<file path="config.mk">
export PLATFORM = sky130hd
export DESIGN_NAME = i2c_joypad_target_flat
export DESIGN_NICKNAME = d
export VERILOG_FILES = /design/src/rtl/i2c_pkg.sv /design/src/rtl/i2c_joypad_target_if.sv /design/src/rtl/i2c_line_filter.sv /design/src/rtl/i2c_joypad_target.sv /design/src/flat_wrapper.sv
export SDC_FILE = /design/constraint.sdc
export NUM_CORES = 1
export LEC_CHECK = 0
export BUFFER_PORTS_ARGS = -buffer_cell sky130_fd_sc_hd__clkbuf_2
export CAP_MARGIN = 5
export CORE_ASPECT_RATIO = 0.8
export CORE_MARGIN = 10
export CORE_UTILIZATION = 40
export DETAILED_ROUTE_END_ITERATION = 10
export GPL_TIMING_DRIVEN = 0
export SLEW_MARGIN = 20
export SYNTH_ARGS = -nofsm -noshare
export SYNTH_HDL_FRONTEND = slang
export SYNTH_SLANG_ARGS = --single-unit
</file>
<file path="constraint.sdc">
create_clock -name clk_half -period 3.05 [get_ports clk_half]
set_input_delay 0.305 -clock clk_half [delete_from_list [all_inputs] [get_ports clk_half]]
set_output_delay 0.305 -clock clk_half [all_outputs]
set_load 0.005 [all_outputs]
</file>
<file path="src/rtl/i2c_pkg.sv">
// Shared I2C definitions used by the joypad target and the nes_bridge initiator.
package i2c_pkg;

  typedef enum logic [2:0] {
    ST_IDLE     = 3'd0,
    ST_ADDR     = 3'd1,
    ST_ADDR_ACK = 3'd2,
    ST_TX       = 3'd3,
    ST_TX_ACK   = 3'd4,
    ST_RX       = 3'd5,
    ST_RX_ACK   = 3'd6,
    ST_IGNORE   = 3'd7
  } i2c_state_e;

  localparam logic        I2C_RW_READ  = 1'b1;
  localparam logic        I2C_ACK      = 1'b0;
  localparam logic [6:0]  I2C_TGT_ADDR = 7'h52;
  localparam logic [7:0]  I2C_ID_BYTE  = 8'hA5;
  localparam int unsigned I2C_FILT     = 32'd3;

  function automatic logic addr_hit(input logic [7:0] addr_byte, input logic [6:0] addr);
    return (addr_byte[7:1] == addr);
  endfunction

endpackage

</file>
<file path="src/rtl/i2c_joypad_target_if.sv">
// Pin-level I2C bundle between an initiator (drives SCL/SDA levels) and the target.
interface i2c_joypad_target_if;
  logic scl_in;
  logic sda_in;
  logic sda_out;

  modport master (output scl_in, output sda_in, input sda_out);
  modport slave  (input scl_in, input sda_in, output sda_out);
endinterface

</file>
<file path="src/rtl/i2c_line_filter.sv">
// Synchronises and glitch-filters SCL/SDA, then emits registered edge/START/STOP pulses.
module i2c_line_filter
  import i2c_pkg::*;
#(
  parameter int unsigned FILT = I2C_FILT
) (
  input  logic clk_half,
  input  logic rst_n,
  input  logic scl,
  input  logic sda,
  output logic scl_rise,
  output logic scl_fall,
  output logic sda_level,
  output logic start,
  output logic stop
);

  logic [1:0]      meta_r;
  logic [1:0]      sync_r;
  logic [FILT-2:0] scl_hist_r;
  logic [FILT-2:0] sda_hist_r;
  logic            scl_lvl_r;
  logic            sda_lvl_r;
  logic            scl_rise_r;
  logic            scl_fall_r;
  logic            start_r;
  logic            stop_r;
  logic [FILT-1:0] scl_win_s;
  logic [FILT-1:0] sda_win_s;
  logic            scl_hi_s;
  logic            scl_lo_s;
  logic            sda_hi_s;
  logic            sda_lo_s;

  // The newest synchronised sample plus FILT-1 older ones form the agreement window.
  assign scl_win_s = {scl_hist_r, sync_r[1]};
  assign sda_win_s = {sda_hist_r, sync_r[0]};
  assign scl_hi_s  = &scl_win_s;
  assign scl_lo_s  = ~|scl_win_s;
  assign sda_hi_s  = &sda_win_s;
  assign sda_lo_s  = ~|sda_win_s;

  // Synchroniser, filter history, accepted levels and event pulses.
  always_ff @(posedge clk_half or negedge rst_n) begin
    if (!rst_n) begin
      meta_r     <= 2'b11;
      sync_r     <= 2'b11;
      scl_hist_r <= '1;
      sda_hist_r <= '1;
      scl_lvl_r  <= 1'b1;
      sda_lvl_r  <= 1'b1;
      scl_rise_r <= 1'b0;
      scl_fall_r <= 1'b0;
      start_r    <= 1'b0;
      stop_r     <= 1'b0;
    end else begin
      meta_r     <= {scl, sda};
      sync_r     <= meta_r;
      scl_hist_r <= scl_win_s[FILT-2:0];
      sda_hist_r <= sda_win_s[FILT-2:0];
      scl_lvl_r  <= scl_hi_s ? 1'b1 : (scl_lo_s ? 1'b0 : scl_lvl_r);
      sda_lvl_r  <= sda_hi_s ? 1'b1 : (sda_lo_s ? 1'b0 : sda_lvl_r);
      scl_rise_r <= scl_hi_s & ~scl_lvl_r;
      scl_fall_r <= scl_lo_s & scl_lvl_r;
      start_r    <= sda_lo_s & sda_lvl_r & scl_lvl_r;
      stop_r     <= sda_hi_s & ~sda_lvl_r & scl_lvl_r;
    end
  end

  assign scl_rise  = scl_rise_r;
  assign scl_fall  = scl_fall_r;
  assign sda_level = sda_lvl_r;
  assign start     = start_r;
  assign stop      = stop_r;

endmodule

</file>
<file path="src/rtl/i2c_joypad_target.sv">
// I2C target: serves a joypad snapshot and an ID byte on reads, captures one command byte on writes.
module i2c_joypad_target
  import i2c_pkg::*;
#(
  parameter logic [6:0]  ADDR    = I2C_TGT_ADDR,
  parameter logic [7:0]  ID_BYTE = I2C_ID_BYTE,
  parameter int unsigned FILT    = I2C_FILT
) (
  input  logic                clk_half,
  input  logic                rst_n,
  i2c_joypad_target_if.slave  bus,
  input  logic [7:0]          joypad,
  output logic [7:0]          cmd,
  output logic                cmd_valid,
  output logic                rd_done,
  output logic                busy
);

  logic rise_s, fall_s, sda_lvl_s, start_s, stop_s;

  i2c_line_filter #(.FILT(FILT)) u_filter (
    .clk_half  (clk_half),
    .rst_n     (rst_n),
    .scl       (bus.scl_in),
    .sda       (bus.sda_in),
    .scl_rise  (rise_s),
    .scl_fall  (fall_s),
    .sda_level (sda_lvl_s),
    .start     (start_s),
    .stop      (stop_s)
  );

  i2c_state_e state_r, state_nxt;
  logic [3:0] bit_cnt_r, bit_cnt_nxt;
  logic [7:0] shift_r, shift_nxt;
  logic [7:0] snap_r, snap_nxt;
  logic [7:0] cmd_r, cmd_nxt;
  logic       sda_r, sda_nxt;
  logic       busy_r, busy_nxt;
  logic       idx_r, idx_nxt;
  logic       rw_r, rw_nxt;
  logic       first_r, first_nxt;
  logic       ack_ph_r, ack_ph_nxt;
  logic       cmd_valid_r, cmd_valid_nxt;
  logic       rd_done_r, rd_done_nxt;
  logic [7:0] shift_in_s;
  logic [7:0] cur_byte_s;

  assign shift_in_s = {shift_r[6:0], sda_lvl_s};
  assign cur_byte_s = idx_r ? ID_BYTE : snap_r;

  // State and datapath registers; async reset releases SDA immediately.
  always_ff @(posedge clk_half or negedge rst_n) begin
    if (!rst_n) begin
      state_r     <= ST_IDLE;
      bit_cnt_r   <= 4'd0;
      shift_r     <= 8'h00;
      snap_r      <= 8'h00;
      cmd_r       <= 8'h00;
      sda_r       <= 1'b1;
      busy_r      <= 1'b0;
      idx_r       <= 1'b0;
      rw_r        <= 1'b0;
      first_r     <= 1'b0;
      ack_ph_r    <= 1'b0;
      cmd_valid_r <= 1'b0;
      rd_done_r   <= 1'b0;
    end else begin
      state_r     <= state_nxt;
      bit_cnt_r   <= bit_cnt_nxt;
      shift_r     <= shift_nxt;
      snap_r      <= snap_nxt;
      cmd_r       <= cmd_nxt;
      sda_r       <= sda_nxt;
      busy_r      <= busy_nxt;
      idx_r       <= idx_nxt;
      rw_r        <= rw_nxt;
      first_r     <= first_nxt;
      ack_ph_r    <= ack_ph_nxt;
      cmd_valid_r <= cmd_valid_nxt;
      rd_done_r   <= rd_done_nxt;
    end
  end

  // Next-state and output decode; START/STOP override whatever byte is in flight.
  always_comb begin
    state_nxt     = state_r;
    bit_cnt_nxt   = bit_cnt_r;
    shift_nxt     = shift_r;
    snap_nxt      = snap_r;
    cmd_nxt       = cmd_r;
    sda_nxt       = sda_r;
    busy_nxt      = busy_r;
    idx_nxt       = idx_r;
    rw_nxt        = rw_r;
    first_nxt     = first_r;
    ack_ph_nxt    = ack_ph_r;
    cmd_valid_nxt = 1'b0;
    rd_done_nxt   = 1'b0;
    if (stop_s) begin
      state_nxt = ST_IDLE;
      sda_nxt   = 1'b1;
      busy_nxt  = 1'b0;
    end else if (start_s) begin
      state_nxt   = ST_ADDR;
      bit_cnt_nxt = 4'd0;
      sda_nxt     = 1'b1;
    end else begin
      case (state_r)
        ST_ADDR: begin
          if (rise_s) begin
            shift_nxt   = shift_in_s;
            bit_cnt_nxt = bit_cnt_r + 4'd1;
            if (bit_cnt_r == 4'd7) begin
              if (addr_hit(shift_in_s, ADDR)) begin
                state_nxt  = ST_ADDR_ACK;
                busy_nxt   = 1'b1;
                snap_nxt   = joypad;
                idx_nxt    = 1'b0;
                rw_nxt     = shift_in_s[0];
                ack_ph_nxt = 1'b0;
              end else begin
                state_nxt = ST_IGNORE;
              end
            end else begin
              state_nxt = ST_ADDR;
            end
          end else begin
            state_nxt = ST_ADDR;
          end
        end
        // ack_ph_r splits the ACK slot: first fall pulls low, second fall ends the slot.
        ST_ADDR_ACK: begin
          if (fall_s) begin
            if (!ack_ph_r) begin
              sda_nxt    = I2C_ACK;
              ack_ph_nxt = 1'b1;
            end else if (rw_r == I2C_RW_READ) begin
              state_nxt   = ST_TX;
              shift_nxt   = cur_byte_s;
              sda_nxt     = cur_byte_s[7];
              bit_cnt_nxt = 4'd1;
            end else begin
              state_nxt   = ST_RX;
              sda_nxt     = 1'b1;
              bit_cnt_nxt = 4'd0;
              first_nxt   = 1'b1;
            end
          end else begin
            ack_ph_nxt = ack_ph_r;
          end
        end
        ST_TX: begin
          if (fall_s) begin
            if (bit_cnt_r == 4'd0) begin
              shift_nxt   = cur_byte_s;
              sda_nxt     = cur_byte_s[7];
              bit_cnt_nxt = 4'd1;
            end else if (bit_cnt_r == 4'd8) begin
              sda_nxt   = 1'b1;
              state_nxt = ST_TX_ACK;
            end else begin
              shift_nxt   = {shift_r[6:0], 1'b0};
              sda_nxt     = shift_r[6];
              bit_cnt_nxt = bit_cnt_r + 4'd1;
            end
          end else begin
            sda_nxt = sda_r;
          end
        end
        ST_TX_ACK: begin
          if (rise_s) begin
            if (sda_lvl_s == I2C_ACK) begin
              state_nxt   = ST_TX;
              bit_cnt_nxt = 4'd0;
              idx_nxt     = ~idx_r;
              if (idx_r) begin
                snap_nxt = joypad;
              end else begin
                snap_nxt = snap_r;
              end
            end else begin
              rd_done_nxt = 1'b1;
              state_nxt   = ST_IGNORE;
            end
          end else begin
            state_nxt = ST_TX_ACK;
          end
        end
        ST_RX: begin
          if (rise_s) begin
            shift_nxt   = shift_in_s;
            bit_cnt_nxt = bit_cnt_r + 4'd1;
            if (bit_cnt_r == 4'd7) begin
              state_nxt  = ST_RX_ACK;
              ack_ph_nxt = 1'b0;
              if (first_r) begin
                cmd_nxt       = shift_in_s;
                cmd_valid_nxt = 1'b1;
                first_nxt     = 1'b0;
              end else begin
                cmd_nxt = cmd_r;
              end
            end else begin
              state_nxt = ST_RX;
            end
          end else begin
            state_nxt = ST_RX;
          end
        end
        ST_RX_ACK: begin
          if (fall_s) begin
            if (!ack_ph_r) begin
              sda_nxt    = I2C_ACK;
              ack_ph_nxt = 1'b1;
            end else begin
              sda_nxt     = 1'b1;
              state_nxt   = ST_RX;
              bit_cnt_nxt = 4'd0;
            end
          end else begin
            ack_ph_nxt = ack_ph_r;
          end
        end
        default: begin
          state_nxt = state_r;
        end
      endcase
    end
  end

  assign bus.sda_out = sda_r;
  assign cmd         = cmd_r;
  assign cmd_valid   = cmd_valid_r;
  assign rd_done     = rd_done_r;
  assign busy        = busy_r;

endmodule

</file>
<file path="src/flat_wrapper.sv">
// flat-port wrapper written by rule: the top's interface ports become plain ports
module i2c_joypad_target_flat import i2c_pkg::*;
#(
  parameter logic [6:0]  ADDR    = I2C_TGT_ADDR,
  parameter logic [7:0]  ID_BYTE = I2C_ID_BYTE,
  parameter int unsigned FILT    = I2C_FILT
)
  (clk_half, rst_n, joypad, cmd, cmd_valid, rd_done, busy, bus_scl_in, bus_sda_in, bus_sda_out);
  i2c_joypad_target_if bus_i ();
  input  logic clk_half;
  input  logic rst_n;
  input  logic [7:0] joypad;
  output logic [7:0] cmd;
  output logic cmd_valid;
  output logic rd_done;
  output logic busy;
  input wire logic [$bits(bus_i.scl_in)-1:0] bus_scl_in;
  input wire logic [$bits(bus_i.sda_in)-1:0] bus_sda_in;
  output wire logic [$bits(bus_i.sda_out)-1:0] bus_sda_out;
  assign bus_i.scl_in = bus_scl_in;
  assign bus_i.sda_in = bus_sda_in;
  assign bus_sda_out = bus_i.sda_out;
  i2c_joypad_target #(.ADDR(ADDR), .ID_BYTE(ID_BYTE), .FILT(FILT)) u_core (.clk_half(clk_half), .rst_n(rst_n), .bus(bus_i), .joypad(joypad), .cmd(cmd), .cmd_valid(cmd_valid), .rd_done(rd_done), .busy(busy));
endmodule
</file>
## Yosys cells after proc, flatten, opt, wreduce, memory -nomap -nowiden

Index checks and enable logic that the tools add are counted.

- Bits in registers: 52
- Bits of input ports: 12
- Output and inout port bits: 12
- Word-level logic and storage cells: 203

- $add $sub $neg: 1
- Eq/ne operators: 44
- Muxes and demuxes: 93
- Bitwise logic cells: 11
- Reduce and logical (&&, ||, !) cells: 31

Operators by type and width:

| cell | number |
|---|---|
| two-way mux 8 bit | 7 |
| two-way mux 7 bit | 7 |
| two-way mux 3 bit | 15 |
| two-way mux 4 bit | 11 |
| two-way mux 1 bit | 43 |
| AND reduction 9 bit | 3 |
| AND reduction 8 bit | 3 |
| one-hot mux 7 bit (3 select lines) | 1 |
| one-hot mux 4 bit (5 select lines) | 1 |
| != test 2 x 1 -> 1 bit, second input constant | 9 |
| != test 2 bit, second input constant | 9 |
| one-hot mux 3 bit (6 select lines) | 1 |
| != test 4 x 3 -> 1 bit, second input constant | 4 |
| != test 4 bit, second input constant | 4 |
| one-hot mux 8 bit (2 select lines) | 1 |
| != test 3 bit, second input constant | 5 |
| AND reduction 6 bit | 2 |
| nonzero test 2 bit | 6 |
| AND reduction 11 bit | 1 |
| equality test 3 bit, second input constant | 3 |
| != test 3 x 2 -> 1 bit, second input constant | 3 |
| nonzero test 8 bit | 1 |
| equality test 7 bit, second input constant | 1 |
| bitwise AND 1 bit | 6 |
| other kinds (20) | 33 |

## Longest topological paths before layout

- Depth in word-level cells: 7
- Gate-level depth with buffers: 8
- Mapped depth without buffers: 7

## Cells and area by module

Synthesis repeated with hierarchy kept, for this count alone.

- Cell total of the unflattened synthesis: 237
- Area, all modules: 2606.2 um2

By module, submodules not included:

| module | instances | cells an instance | area each (um2) | seq. area each (um2) |
|---|---|---|---|---|
| i2c_joypad_target | 1 | 208 | 2155.8 | 952.2 |
| i2c_line_filter | 1 | 29 | 450.4 | 362.8 |

## Worst setup path before layout

No wires, ideal clock.

- Path type: reg2reg
- Start: register u_core.bit_cnt_r[0]
- End: register u_core.snap_r[0]
- Library setup time: 125 ps
- Arrival: 1699 ps
- Data required time: 2925 ps
- Slack: 1226 ps
- Cell stages (with the launch flop): 8
- Path buffers: 1
- Period minus slack after synthesis: 1824 ps
- Path through: dfrtp_1 ha_1 and4b_1 buf_6 nand2_4 nor3_4 o21ai_4 mux2_4

- Word-level cells in the longest chain between the ends: 3

RTL lines:

| what | line | text |
|---|---|---|
| from (decl) | i2c_joypad_target.sv:34 | `logic [3:0] bit_cnt_r, bit_cnt_nxt;` |
| from (signal assigned) | i2c_joypad_target.sv:70 | `bit_cnt_r <= bit_cnt_nxt;` |
| equality test 4 x 3 -> 1 bit | i2c_joypad_target.sv:114 | `if (bit_cnt_r == 4'd7) begin` |
| != test 2 x 1 -> 1 bit (no line) | - |  |
| AND reduction 9 bit (no line) | - |  |
| to (signal assigned) | i2c_joypad_target.sv:72 | `snap_r <= snap_nxt;` |
| to (decl) | i2c_joypad_target.sv:36 | `logic [7:0] snap_r, snap_nxt;` |

No other way between the ends.
A chain may end at the register's enable or synchronous reset.

## Worst setup path after layout

- Start: register u_core.bit_cnt_r[0]
- End: register u_core.bit_cnt_r[0]

- Word-level cells in the longest chain between the ends: 6
- Elaborated cells between the ends (all ways): 11
- Those cells by class: add/sub: 1; eq/ne: 2; mux: 6; reduce/logical: 2

RTL lines:

| what | line | text |
|---|---|---|
| adder 4 x 1 -> 4 bit | i2c_joypad_target.sv:113, i2c_joypad_target.sv:165, i2c_joypad_target.sv:193 |  |
| two-way mux 4 bit | i2c_joypad_target.sv:159 | `end else if (bit_cnt_r == 4'd8) begin` |
| two-way mux 4 bit | i2c_joypad_target.sv:155 | `if (bit_cnt_r == 4'd0) begin` |
| two-way mux 4 bit | i2c_joypad_target.sv:154 | `if (fall_s) begin` |
| one-hot mux 4 bit (5 select lines) | i2c_joypad_target.sv:109 | `case (state_r)` |
| two-way mux 4 bit | i2c_joypad_target.sv:104 | `end else if (start_s) begin` |

Parallel ways exist; a longest one is shown, timed or not. The select of a mux whose other input is x is not followed.

==> results by group <==
STA
  – Final period utilization: 68.37%
  – Maximum clock frequency: 479.5 MHz
  – Finish-stage setup viols: 0
  – Worst-Margin Slew: approximately 700 ps
  – Setup TNS: 0 ps
  – RSZ-0062 raised after global routing: no
  – Final Skew: 3.714 ps
  – Final Hold Vio Count: 0
  – Slew headroom: 53.94%
  – Final worst slack: 964.6 ps
  – Tmin final: 2085 ps
  – Slew Viols, Final: 0

Placement
  – Post-DP HPWL: around 4200 um
  – Gpl congestion: ~0.9
  – DP Area: 2865 sq um
  – DP Cell Count: 360
  – PortBufs: 23
  – Worst slack, placed: around 1000 ps

Critical path
  – FF-to-FF setup slack: 960 ps
  – Crit path required time: between 3000 and 4000 ps
  – Arrival time at the worst endpoint: 2320 ps
  – CP endpoint kind: flop
  – Reg2reg end: u_core.bit_cnt_r[0]
  – Critical path launch point type: flop
  – R2R depth: 7
  – CP Class: flop to flop
  – CP Max Fanout: 10
  – Worst r2r src: u_core.bit_cnt_r[0]

Floorplanning
  – Initial Utilization: 41.23%
  – Die H: 92.70 um
  – Core area: between 6000 and 7000 sq um
  – Chip Width: 110.9 um
  – I/O pin count: 24
  – Cell row count: 26
  – Die ar.: slightly above 10,000 sq um

Clock network
  – Clk slew on worst S/H paths: around 100 ps
  – Clock Latency Late Sink: 310 ps
  – Post-CTS setup buffers: 0
  – Sink Count: 52
  – Root Driver: clkbuf_8
  – CTS Hold Bufs: 0
  – Maximum level of the CTS H-tree: 2
  – CTS max path bufs: 2
  – Resize count post-CTS: 0
  – CTS buffer count: 5
  – TritonCTS clock tree: built

Drt
  – DR iter-0 viols: 128
  – Via count: approximately 2,000
  – Routed wire length: 5801 um
  – DRT antenna net count: 0
  – First drt pass iteration count: 4
  – DR vias/cell: 5.399
  – WL/cell: 15.76 um
  – DRC: 0

Status
  – Outcome: finished, final reports clean

Logic synthesis
  – Top cell type's share of synthesized area: 38.83%
  – Synth warn: 0
  – Area leader, netlist: dfrtp_1
  – Flops & latches, synth: between 50 and 60
  – Mapped cell area: about 2600 sq um
  – Library cells used by synthesis: 56
  – Number of flops mapped to enable cells by yosys: 0
  – Syn_nets: 267
  – Top cells by area, synth: dfrtp_1 (39%), dfstp_2 (11%), mux2_4 (4.5%), a21oi_1 (3.4%), mux2_2 (3.4%)
  – Syn Area/Cell: 10.44 sq um
  – Register area share after synthesis: 49.76%
  – Post-Syn Instances: ~250
  – Asr flop ratio synth: 100.0%
  – Top FF cell, synth: dfrtp_1

Layout
  – Fillers: 611
  – Cell area after layout: a little under 3000 sq um
  – Finished Core Util: 46.15%
  – Area growth from synthesis to layout: 11.93%
  – Share of cells above drive strength 1: between 20 and 30%
  – Most frequent cells in the layout: dfrtp_1 (41), nand2_1 (23), clkbuf_2 (22)
  – Post-Layout Cell Count: 368
  – Fin nets: 297
  – N_diodes: 0
  – Commonest non-fill, non-tap cell in the layout: dfrtp_1

Power and ir drop
  – Power Density: 671.2 nW/um^2
  – Static leakage: around 1.3 nW
  – Worst VDD drop: between 0.2 and 0.25 mV

GRT
  – Vias in the first global route: 1,958
  – Total congestion overflow: 0
  – Initial antenna violation count: 0
  – Total track usage: a little under an eighth
  – First-pass GRT wire length: between 10,000 and 15,000 um
  – Largest net degree at the start of global routing: 53

Run
  – Max_cap viols: 0

Min path
  – Hold crit path type: input port to asynchronous set/reset pin
[cell usage after synthesis, drive strengths merged, types with 2 or more instances]
master,instances
nand4,3
nand3,7
dfrtp,41
a21oi,18
nor3b,7
ha,2
clkbuf,4
a31oi,4
nor4,3
o22ai,4
o21ai,19
dfstp,11
nor2,22
o2111ai,2
o31ai,3
nor3,4
a2111oi,2
a211o,3
and4bb,2
buf,11
inv,14
nor4b,2
mux2,16
nand2,24
nand2b,8
[how the worst max path moves through the flow]
stage | startpoint | to | depth (start not counted) | slack (ps)
2_1_floorplan | u_core.bit_cnt_r[0] | u_core.snap_r[0] | 7 | 1230
3_3_place_gp | u_core.bit_cnt_r[0] | u_core.bit_cnt_r[0] | 7 | 990
3_5_place_dp | u_core.bit_cnt_r[0] | u_core.bit_cnt_r[0] | 7 | 1030
4_1_cts | u_core.bit_cnt_r[0] | u_core.bit_cnt_r[0] | 7 | 970
5_1_grt | u_core.bit_cnt_r[1] | u_core.bit_cnt_r[0] | 7 | 800
6_report | u_core.bit_cnt_r[0] | u_core.bit_cnt_r[0] | 7 | 960
[routing by layer]
| metal | GRT usage, % | vias up | part of all wire, % |
|---|---|---|---|
| li1 | - | 967 | - |
| met1 | 16.55 | 967 | 50 |
| met2 | 16.86 | 48 | 43 |
| met3 | 2.579 | 5 | 5.4 |
| met4 | 3.247 | 0 | 0.78 |
| met5 | 0 | - | 0 |
[power by group]
| group | leakage [nW] | internal, W | total, W | switching [W] |
|---|---|---|---|---|
| clock network | 0.0509 | 0.000169 | 0.000416 | 0.000247 |
| logic | 0.624 | 0.000277 | 0.000695 | 0.000418 |
| registers | 0.654 | 0.000786 | 0.000875 | 0.0000882 |
| total | 1.33 | 0.00123 | 0.00199 | 0.000754 |
[worst max-delay path: stages (launching register included)]
cell and delay (ps):
dfrtp_1 440, inv_1 70, ha_1 180, nor3b_1 520, o31ai_4 190, a2111oi_0 430
nand2_1 90, o21ai_0 80
[cell families after synthesis]
| kind of cell | after synthesis | synth area share (%) |
|---|---|---|
| compound gates | 65 | 16.38 |
| fa+ha+maj | 2 | 0.9468 |
| buf+inv | 29 | 5.540 |
| flops | 52 | 49.76 |
| mux | 17 | 8.334 |
| simple gates | 88 | 19.03 |
[metrics by stage]
step	total power (W)	hold WS (ps)
detailed placement	0.001575	347.9
CTS	0.001997	53.25
floorplan	0.001397	9.409
finish	0.001985	44.45
global placement	0.001577	346.4
global route	0.002134	45.23
[registers in the layout, summed over array words and instances, names as in the netlist, 2 cells and up]
signal and count:
u_core.u_filter.meta_r 2, u_core.cmd 8, u_core.state_r 3, u_core.shift_r 7, u_core.u_filter.sync_r 2, u_core.snap_r 8
u_core.u_filter.sda_hist_r 2, u_core.bit_cnt_r 4, u_core.u_filter.scl_hist_r 2
[cell type report]
class                           count  area [sq um]  share of cell area [%]
Buffer                             15         93.84                   3.173
Multi-Input combinational cell    172          1181                   39.93
Timing Repair Buffer               23         117.6                   3.976
Clock buffer                        5         68.82                   2.327
Tap cell                           84         105.1                   3.553
Sequential cell                    52          1315                   44.46
Inverter                           14         52.55                   1.777
Clock inverter                      3         23.77                  0.8037
Note: power is estimated with default switching activity, not from simulation.
